[src/rtl/csel_adder_pipe_pkg.sv]
// Shared arithmetic helpers for the pipelined carry-select adder.
package arith_pkg;

   // Number of carry-select chunks (and therefore pipeline stages)
   function automatic int unsigned csel_nb(input int unsigned width, input int unsigned block);
      return (block == 0) ? 1 : width / block;
   endfunction

   // Legal geometry: chunk size within the operand, operand an exact multiple of it
   function automatic bit csel_cfg_ok(input int unsigned width, input int unsigned block);
      return (block >= 1) && (block <= width) && ((width % block) == 0);
   endfunction

endpackage

[src/rtl/csel_adder_pipe_chunk.sv]
// One carry-select chunk: two speculative ripple sums, selected by the real carry-in.
module csel_chunk #(
   parameter int unsigned BLOCK = 8
) (
   input  logic [BLOCK-1:0] a,
   input  logic [BLOCK-1:0] b,
   input  logic             cin,
   output logic [BLOCK-1:0] sum,
   output logic             cout,
   output logic             c_msb_in
);

   logic [BLOCK:0]   w_c0;
   logic [BLOCK:0]   w_c1;
   logic [BLOCK-1:0] w_s0;
   logic [BLOCK-1:0] w_s1;

   // Speculative ripple chains for carry-in 0 and carry-in 1
   always_comb begin
      w_c0    = '0;
      w_c1    = '0;
      w_s0    = '0;
      w_s1    = '0;
      w_c1[0] = 1'b1;
      for (int unsigned i = 0; i < BLOCK; i++) begin
         w_s0[i]   = a[i] ^ b[i] ^ w_c0[i];
         w_c0[i+1] = (a[i] & b[i]) | (w_c0[i] & (a[i] ^ b[i]));
         w_s1[i]   = a[i] ^ b[i] ^ w_c1[i];
         w_c1[i+1] = (a[i] & b[i]) | (w_c1[i] & (a[i] ^ b[i]));
      end
   end

   // Late select once the incoming carry is known
   always_comb begin
      sum      = cin ? w_s1 : w_s0;
      cout     = cin ? w_c1[BLOCK] : w_c0[BLOCK];
      c_msb_in = cin ? w_c1[BLOCK-1] : w_c0[BLOCK-1];
   end

endmodule

[src/rtl/csel_adder_pipe.sv]
// Pipelined carry-select adder/subtractor: one BLOCK-bit chunk resolved per stage,
// valid/ready streaming with a single global advance enable.
module csel_adder_pipe
   import arith_pkg::*;
#(
   parameter int unsigned WIDTH = 32,
   parameter int unsigned BLOCK = 8
) (
   input  logic             clk,
   input  logic             rst,
   input  logic             in_valid,
   output logic             in_ready,
   input  logic [WIDTH-1:0] in_a,
   input  logic [WIDTH-1:0] in_b,
   input  logic             in_cin,
   input  logic             in_sub,
   output logic             out_valid,
   input  logic             out_ready,
   output logic [WIDTH-1:0] out_sum,
   output logic             out_cout,
   output logic             out_ovf
);

   localparam int unsigned NB = csel_nb(WIDTH, BLOCK);

   if (!csel_cfg_ok(WIDTH, BLOCK)) begin : g_cfg_err
      $error("csel_adder_pipe: WIDTH (%0d) must be a multiple of BLOCK (%0d), 1 <= BLOCK <= WIDTH",
             WIDTH, BLOCK);
   end

   logic             w_en;
   logic [WIDTH-1:0] w_b_eff;
   logic             w_c0;

   // Global advance enable and subtract conditioning (A - B - cin = A + ~B + ~cin)
   always_comb begin
      w_en    = ~out_valid | out_ready;
      w_b_eff = in_sub ? ~in_b : in_b;
      w_c0    = in_sub ^ in_cin;
   end

   assign in_ready = w_en;

   for (genvar k = 0; k < NB; k++) begin : g_stage
      localparam int unsigned LO = k * BLOCK;

      // Operand chunks k..NB-1 still unresolved on entry to this stage
      logic [WIDTH-LO-1:0]   w_a_in;
      logic [WIDTH-LO-1:0]   w_b_in;
      logic                  w_c_in;
      logic                  w_v_in;
      logic [BLOCK-1:0]      w_sum;
      logic                  w_cout;
      logic                  w_cmsb;
      logic [LO+BLOCK-1:0]   w_sum_nxt;
      logic [LO+BLOCK-1:0]   r_sum;
      logic                  r_c;
      logic                  r_v;

      if (k == 0) begin : g_src
         assign w_a_in    = in_a;
         assign w_b_in    = w_b_eff;
         assign w_c_in    = w_c0;
         assign w_v_in    = in_valid;
         assign w_sum_nxt = w_sum;
      end else begin : g_src
         assign w_a_in    = g_stage[k-1].g_ops.r_a;
         assign w_b_in    = g_stage[k-1].g_ops.r_b;
         assign w_c_in    = g_stage[k-1].r_c;
         assign w_v_in    = g_stage[k-1].r_v;
         assign w_sum_nxt = {w_sum, g_stage[k-1].r_sum};
      end

      csel_chunk #(.BLOCK(BLOCK)) u_chunk (
         .a        (w_a_in[BLOCK-1:0]),
         .b        (w_b_in[BLOCK-1:0]),
         .cin      (w_c_in),
         .sum      (w_sum),
         .cout     (w_cout),
         .c_msb_in (w_cmsb)
      );

      // Advance this stage; data loads only behind a valid beat so bubbles leave it untouched
      always_ff @(posedge clk) begin
         if (rst) begin
            r_v   <= 1'b0;
            r_c   <= 1'b0;
            r_sum <= '0;
         end else if (w_en) begin
            r_v <= w_v_in;
            if (w_v_in) begin
               r_c   <= w_cout;
               r_sum <= w_sum_nxt;
            end
         end
      end

      if (k < NB - 1) begin : g_ops
         logic [WIDTH-LO-BLOCK-1:0] r_a;
         logic [WIDTH-LO-BLOCK-1:0] r_b;
         logic                      w_unused_cmsb;

         assign w_unused_cmsb = w_cmsb;

         // Skew buffer: carry the still-unresolved upper operand chunks forward
         always_ff @(posedge clk) begin
            if (rst) begin
               r_a <= '0;
               r_b <= '0;
            end else if (w_en && w_v_in) begin
               r_a <= w_a_in[WIDTH-LO-1:BLOCK];
               r_b <= w_b_in[WIDTH-LO-1:BLOCK];
            end
         end
      end else begin : g_last
         logic r_cmsb;

         // Carry into the MSB is kept alongside carry-out for the overflow flag
         always_ff @(posedge clk) begin
            if (rst) begin
               r_cmsb <= 1'b0;
            end else if (w_en && w_v_in) begin
               r_cmsb <= w_cmsb;
            end
         end

         assign out_valid = r_v;
         assign out_sum   = r_sum;
         assign out_cout  = r_c;
         assign out_ovf   = r_cmsb ^ r_c;
      end
   end

endmodule
[config.mk]
export PLATFORM = sky130hd
export DESIGN_NAME = csel_adder_pipe
export DESIGN_NICKNAME = d
export VERILOG_FILES = /design/src/rtl/csel_adder_pipe_pkg.sv /design/src/rtl/csel_adder_pipe_chunk.sv /design/src/rtl/csel_adder_pipe.sv
export SDC_FILE = /design/constraint.sdc
export NUM_CORES = 1
export LEC_CHECK = 0
export CAP_MARGIN = 20
export CORE_MARGIN = 3
export CORE_UTILIZATION = 50
export CTS_CLUSTER_SIZE = 30
export DETAILED_ROUTE_END_ITERATION = 7
export PLACE_DENSITY = 0.76
export SLEW_MARGIN = 0
export SYNTH_ARGS = -nofsm -noshare
export SYNTH_HDL_FRONTEND = slang
export SYNTH_HIERARCHICAL = 1
export SYNTH_SLANG_ARGS = --single-unit
[constraint.sdc]
create_clock -name clk -period 4.6 [get_ports clk]
set_input_delay 1.15 -clock clk [delete_from_list [all_inputs] [get_ports clk]]
set_output_delay 1.15 -clock clk [all_outputs]
set_load 0.01 [all_outputs]
==> results of run 1 <==
## worst max-delay path, cell delays in order
cell	delay, ns
clkdlybuf4s50_1	0.42
xor2_1	0.16
ha_1	0.18
inv_1	0.05
mux2i_1	0.07
fa_1	0.36
inv_1	0.08
fa_1	0.18
inv_1	0.06
fa_2	0.33
fa_2	0.34
fa_1	0.36
inv_1	0.07
fa_1	0.17
inv_1	0.05
fa_1	0.47
nand3_1	0.07
a21oi_1	0.17
## routing by layer
metal | up-vias | global-route usage | part of all wire
met3 | 20 | 0.0435 | 0.055
met5 | - | 0 | 0
li1 | 3345 | - | -
met2 | 165 | 0.287 | 0.45
met4 | 0 | 0.0704 | 0.016
met1 | 3110 | 0.303 | 0.48
## flip-flops by register name, indices dropped and copies added, names as in the netlist
register               flops
g_stage.g_last.r_cmsb      1
g_stage.g_ops.r_b         48
out_valid                  1
out_sum                   32
g_stage.r_v                3
out_cout                   1
g_stage.g_ops.r_a         48
g_stage.r_sum             48
g_stage.r_c                3
## cell type report
class / instances / area (µm²)
multi-input cells: 608 / 4010
well taps: 220 / 275
clock inverters: 7 / 116
clock buffers: 22 / 484
flip-flops and latches: 185 / 3700
fillers: 1538 / 6750
inverters: 55 / 211
repair buffers: 118 / 1150
## power groups by stage
| stage | Sequential (µW) | Combinational (µW) | Clock (µW) |
|---|---|---|---|
| 5_1_grt | 1700 | 392 | 1580 |
| 3_3_place_gp | 1730 | 342 | 0 |
| 2_1_floorplan | 1720 | 248 | 0 |
| 4_1_cts | 1700 | 350 | 1510 |
| 6_report | 1700 | 350 | 1490 |
| 3_5_place_dp | 1730 | 348 | 0 |
## cell usage in the layout (no fill, tap or decap)
| cell | n |
|---|---|
| a211oi_2 | 24 |
| a21oi_1 | 154 |
| a21oi_2 | 24 |
| buf_12 | 1 |
| buf_2 | 2 |
| buf_4 | 12 |
| buf_6 | 1 |
| bufinv_16 | 3 |
| clkbuf_1 | 1 |
| clkbuf_16 | 17 |
| clkbuf_8 | 4 |
| clkdlybuf4s50_1 | 102 |
| clkinv_2 | 2 |
| clkinvlp_4 | 1 |
| dfxtp_1 | 185 |
| fa_1 | 26 |
| fa_2 | 2 |
| ha_1 | 8 |
| inv_1 | 52 |
| inv_2 | 2 |
| inv_6 | 2 |
| mux2i_1 | 6 |
| nand2_1 | 6 |
| nand2b_1 | 10 |
| nand3_1 | 148 |
| nand4b_1 | 5 |
| nor2_1 | 2 |
| nor2_4 | 1 |
| nor2b_4 | 1 |
| o21ai_0 | 143 |
| o21ai_1 | 10 |
| xnor2_1 | 24 |
| xor2_1 | 14 |
## stage by stage
step	instances	TNS (ns)	instance area [µm²]	setup WS (ns)
floorplan	950	0	8610	0.0325
global placement	1186	-0.367	9350	-0.225
detailed placement	1186	-0.559	9350	-0.283
CTS	1215	0	9950	0.164
global route	1215	0	9950	0.0480
finish	1215	0	9950	0.210
## cells by family (layout without fill, tap and decap cells)
| logic type | Yosys count | after routing | synth area share |
|---|---|---|---|
| flops | 185 | 185 | 0.430 |
| fa+ha+maj | 36 | 36 | 0.0767 |
| mux | 6 | 6 | 0.00698 |
| simple gates | 173 | 173 | 0.105 |
| xor+xnor | 38 | 38 | 0.0387 |
| compound gates | 355 | 355 | 0.238 |
| buf+inv | 157 | 202 | 0.105 |
## worst paths after layout
path,from,endpoint,depth (start not counted),slack [ns]
worst max register to register,g_stage[1].g_ops.r_a[0],g_stage[2].r_sum[23],16,0.93
worst min register to register,g_stage[0].g_ops.r_a[18],g_stage[1].g_ops.r_a[10],2,0.47
worst min-delay path,g_stage[0].g_ops.r_a[18],g_stage[1].g_ops.r_a[10],2,0.47
worst max-delay path,in_b[0],g_stage[0].r_sum[7],18,0.21
==> impl_metrics.toml, run 1 <==
[outcome]
status = "finished, final reports clean"

[synth]
async_flop_share = 0
synth_nets = 1056
synth_seq_cells = 185
synth_top_area_cell = "dfxtp_1"
synth_ff_type = "dfxtp_1"
yosysSeqAreaShare = 0.430
syn_area_um2 = 8610
synth_edf_count = 0
yosysWarnings = 6
synth_area_leaders = "dfxtp_1, a21oi_1, nand3_1"
synth_top_cell_area_share = 0.430
yosysUniqueCellTypes = 29
syn_inst = 950
synth_most_common_cell = "dfxtp_1"
synthTopCellsByCount = "dfxtp_1, a21oi_1, nand3_1"
synth.avg_cell_area_um2 = 9.06

[timing]
rsz0062_at_grt = "no"
tightest_slew_ns = 1.11
fmax_ghz = 0.228
finalClockSkew_ns = 0.00642
final-max-slew-violation-count = 0
fin_crit_ns = 4.39
fin_crit_sh = 0.954
finalSetupViolCount = 0
finalHoldViolations = 0
fin_hold_ws_ns = 0.472
slew-limit-headroom = 0.262

[route]
wl_mm = 18.5
drt_pass1_iterations = 5
wl_per_cell_um = 15.3
drc = 0
route.vias.total = 6640
via_per_inst = 5.47
drt_iter0_markers = 727
antenna_left = 0

[power]
leakage_uw = 0.00347
power.density_nw_per_um2 = 356
swShare = 0.231
pwr-share-clk = 0.422
pwr-share-seq = 0.479
internal_power_uw = 2720
ir_drop_mv = 0.298
power_uw = 3540
p_switching_uw = 820
p_comb_frac = 0.099

[clocking]
cts_hold_buf = 0
clk_latency_ns = 0.43
htree_levels = 4
cts_resized = 0
clockRootBuffer = "clkbuf_16"
cts_sinks = 185
cts_made_buffers = 17
postCtsSetupBuffers = 0
clkSlewWorstSetupHoldPaths_ns = 0.06
cts_tree = "yes"
clock_path_buffers = 2

[grt]
grt_pass1_vias = 6195
overflow = 0
grt_first_pass_wirelength_mm = 30.9
antenna_found_initial = 0
grt_start_max_net_pins = 182
groute.usage.overall = 0.202

[placement]
portBuffers = 105
place_hpwl_mm = 11.6
globalplace.congestion = 0.762

[worst_setup_path]
critPathKind = "input port to register"
worst_ep_required_time_ns = 4.95
critPathLaunchType = "input port"
end_kind = "register"
cp_max_fo = 2
arrival_ns = 4.74

[floorplanning]
dieArea_um2 = 18800
ios = 106
die_h_um = 137
fp-row-count = 47
core_um2 = 16700
die_x_um = 137
start_util = 0.516

[finish]
insertedDiodeCount = 0
syn2layout_area_growth_pct = 15.6
nets = 1091
final_util = 0.596
drive_gt1_frac = 0.0995

[hold_path]
hold_class = "register to register"

[job]
cap_violations = 0
Note: power is estimated with default switching activity, not from simulation.
==> inputs of run 2 (changes only) <==
--- a/config.mk
+++ b/config.mk
@@ -5,7 +5,6 @@
 export SDC_FILE = /design/constraint.sdc
 export NUM_CORES = 1
 export LEC_CHECK = 0
-export CAP_MARGIN = 20
 export CORE_MARGIN = 3
 export CORE_UTILIZATION = 50
 export CTS_CLUSTER_SIZE = 30
==> constraint.sdc (replaced) <==
create_clock -name clk -period 4.6 [get_ports clk]
set_input_delay 1.15 -clock clk [delete_from_list [all_inputs] [get_ports clk]]
set_output_delay 1.15 -clock clk [all_outputs]
set_load 0.1 [all_outputs]
==> run 2 against run 1 <==
Net effect: combinational power hardly changed; setup slack got worse by 0.035 ns; non-clock buffer count is 1 lower; hold slack improved by 0.0029 ns; register-to-register slack better by 0.07 ns; clock power about the same; critical path type unchanged; critical endpoint unchanged.
==> impl_metrics.toml, run 2 (synthesis gave the netlist of run 1 again) <==
[route]
via_per_inst = 5.47
wl_per_cell_um = 15.0
wl_mm = 18.3
route.vias.total = 6657
antenna_left = 0
drt_pass1_iterations = 5
drt_iter0_markers = 656
drc = 0

[floorplanning]
core_um2 = 16700
die_x_um = 137
dieArea_um2 = 18800
start_util = 0.516
ios = 106
fp-row-count = 47
die_h_um = 137

[clocking]
clockRootBuffer = "clkbuf_16"
cts_made_buffers = 17
clkSlewWorstSetupHoldPaths_ns = 0.06
clock_path_buffers = 2
clk_latency_ns = 0.43
cts_sinks = 185
cts_tree = "yes"
postCtsSetupBuffers = 0
htree_levels = 4

[timing]
final-max-slew-violation-count = 0
finalHoldViolations = 0
finalSetupViolCount = 0
slew-limit-headroom = 0.310
fin_hold_ws_ns = 0.475
fin_crit_ns = 4.43
layout_setup_ws_ns = 0.174
fmax_ghz = 0.226
rsz0062_at_grt = "no"
fin_crit_sh = 0.962
tightest_slew_ns = 1.04
finalClockSkew_ns = 0.0109

[worst_setup_path]
critPathKind = "input port to register"
critPathLaunchType = "input port"
cp_top_family = "adder cells"
r2r_start = "g_stage[2].g_ops.r_a[0]"
end_kind = "register"
worst_ep_required_time_ns = 4.96
ff2ff_setup_slack_ns = 1.00
arrival_ns = 4.79
cp_max_fo = 2
critPathMostFrequentCell = "fa_1"
timing.rr.end = "out_sum[31]"
path_cells = "clkdlybuf4s50_1, xor2_1, ha_1, inv_1, mux2i_1, fa_1, inv_1, fa_1, inv_1, fa_1, fa_2, fa_1, inv_1, fa_1, inv_1, fa_1, nand3_1, a21oi_2"
worst-path-buf-inv = 6
cpPeakStageDelay_ns = 0.48
slowest_stage = "fa_1"
reg2reg_depth = 16

[grt]
grt_start_max_net_pins = 182
overflow = 0
grt_pass1_vias = 6201
antenna_found_initial = 0
grt_first_pass_wirelength_mm = 30.6
groute.usage.overall = 0.199

[placement]
place_hpwl_mm = 11.4
globalplace.congestion = 0.755
portBuffers = 105
dpl_cell_area_um2 = 9360
pre_cts_ws_ns = -0.262
placedCellCount = 1185

[finish]
nets = 1090
final_util = 0.598
reg.largest.list = "g_stage.g_ops.r_a: 48 flops, g_stage.g_ops.r_b: 48 flops, g_stage.r_sum: 48 flops"
insertedDiodeCount = 0
most-common-layout-cells = "dfxtp_1, a21oi_1, nand3_1"
stdcell_area_um2 = 9990
final_common_cell = "dfxtp_1"
layoutNonFillerInstCount = 1217
syn2layout_area_growth_pct = 16.0
drive_gt1_frac = 0.102

[hold_path]
hold_path_depth = 2
hold_path_end = "g_stage[0].g_ops.r_a[16]"
hold_class = "register to register"
hp-start = "g_stage[0].g_ops.r_a[16]"

[power]
ir_drop_mv = 0.264
leakage_uw = 0.00348
power.density_nw_per_um2 = 357

[outcome]
status = "finished, final reports clean"

[job]
cap_violations = 0
==> run 2: cell types whose count changed in the layout (fill, tap and decap cells not counted) <==
| cell | previous run | this run |
|---|---|---|
| clkdlybuf4s50_1 | 102 | 101 |
| a21oi_1 | 154 | 153 |
| clkinv_2 | 2 | 1 |
| fa_2 | 2 | 1 |
| a21oi_2 | 24 | 25 |
| inv_6 | 2 | 4 |
| clkbuf_8 | 4 | 2 |
| fa_1 | 26 | 27 |
| buf_4 | 12 | 10 |
| clkinv_4 | 0 | 4 |
| buf_12 | 1 | 3 |
==> run 2: repair_timing <==
| action | CTS | global route |
|---|---|---|
| resized for setup | 0 | 2 |
| setup endpoints to repair | 0 | 1 |
| hold endpoints to repair | 0 | 0 |
| hold buffers | 0 | 0 |
==> run 2: area by class of cell <==
| cell class | instances | area [µm²] |
|---|---|---|
| clock buffers | 20 | 457 |
| clock inverters | 12 | 164 |
| fillers | 1507 | 6710 |
| inverters | 55 | 211 |
| multi-input cells | 608 | 4010 |
| flip-flops and latches | 185 | 3700 |
| well taps | 220 | 275 |
| repair buffers | 117 | 1170 |
==> run 2: metrics by stage <==
step / power, µW / setup TNS [ns]
6_report: 3560 / 0
5_1_grt: 3690 / 0
4_1_cts: 3580 / 0
3_5_place_dp: 2080 / -0.483
3_3_place_gp: 2080 / -0.314
2_1_floorplan: 1970 / 0
==> run 2: worst max-delay path by stage <==
stage	startpoint	end	depth (start not counted)
CTS	in_b[0]	g_stage[0].r_sum[7]	18
finish	in_b[0]	g_stage[0].r_sum[7]	18
detailed placement	in_b[0]	g_stage[0].r_sum[7]	18
floorplan	in_sub	g_stage[0].r_sum[7]	19
global placement	in_b[0]	g_stage[0].r_sum[7]	18
global route	in_b[0]	g_stage[0].r_sum[7]	18
==> run 2: tightest hold or removal path: cells and delay by family (launching register included) <==
kind | cells | cell delay (ns)
and+or+nand+nor | 1 | 0.06
DFF | 1 | 0.31
AOI/OAI and AO/OA | 1 | 0.06
==> run 2: power by group <==
part	switching, µW	internal, µW	total [µW]
logic	195	158	352
clock network	622	892	1510
registers	35.3	1660	1700
==> run 2: metal layers <==
metal / wire length, µm / vias to the layer above / global-route usage
li1: - / 3339 / -
met1: 9110 / 3133 / 0.299
met2: 7950 / 171 / 0.289
met3: 984 / 14 / 0.0380
met4: 216 / 0 / 0.0626
met5: 0 / - / 0
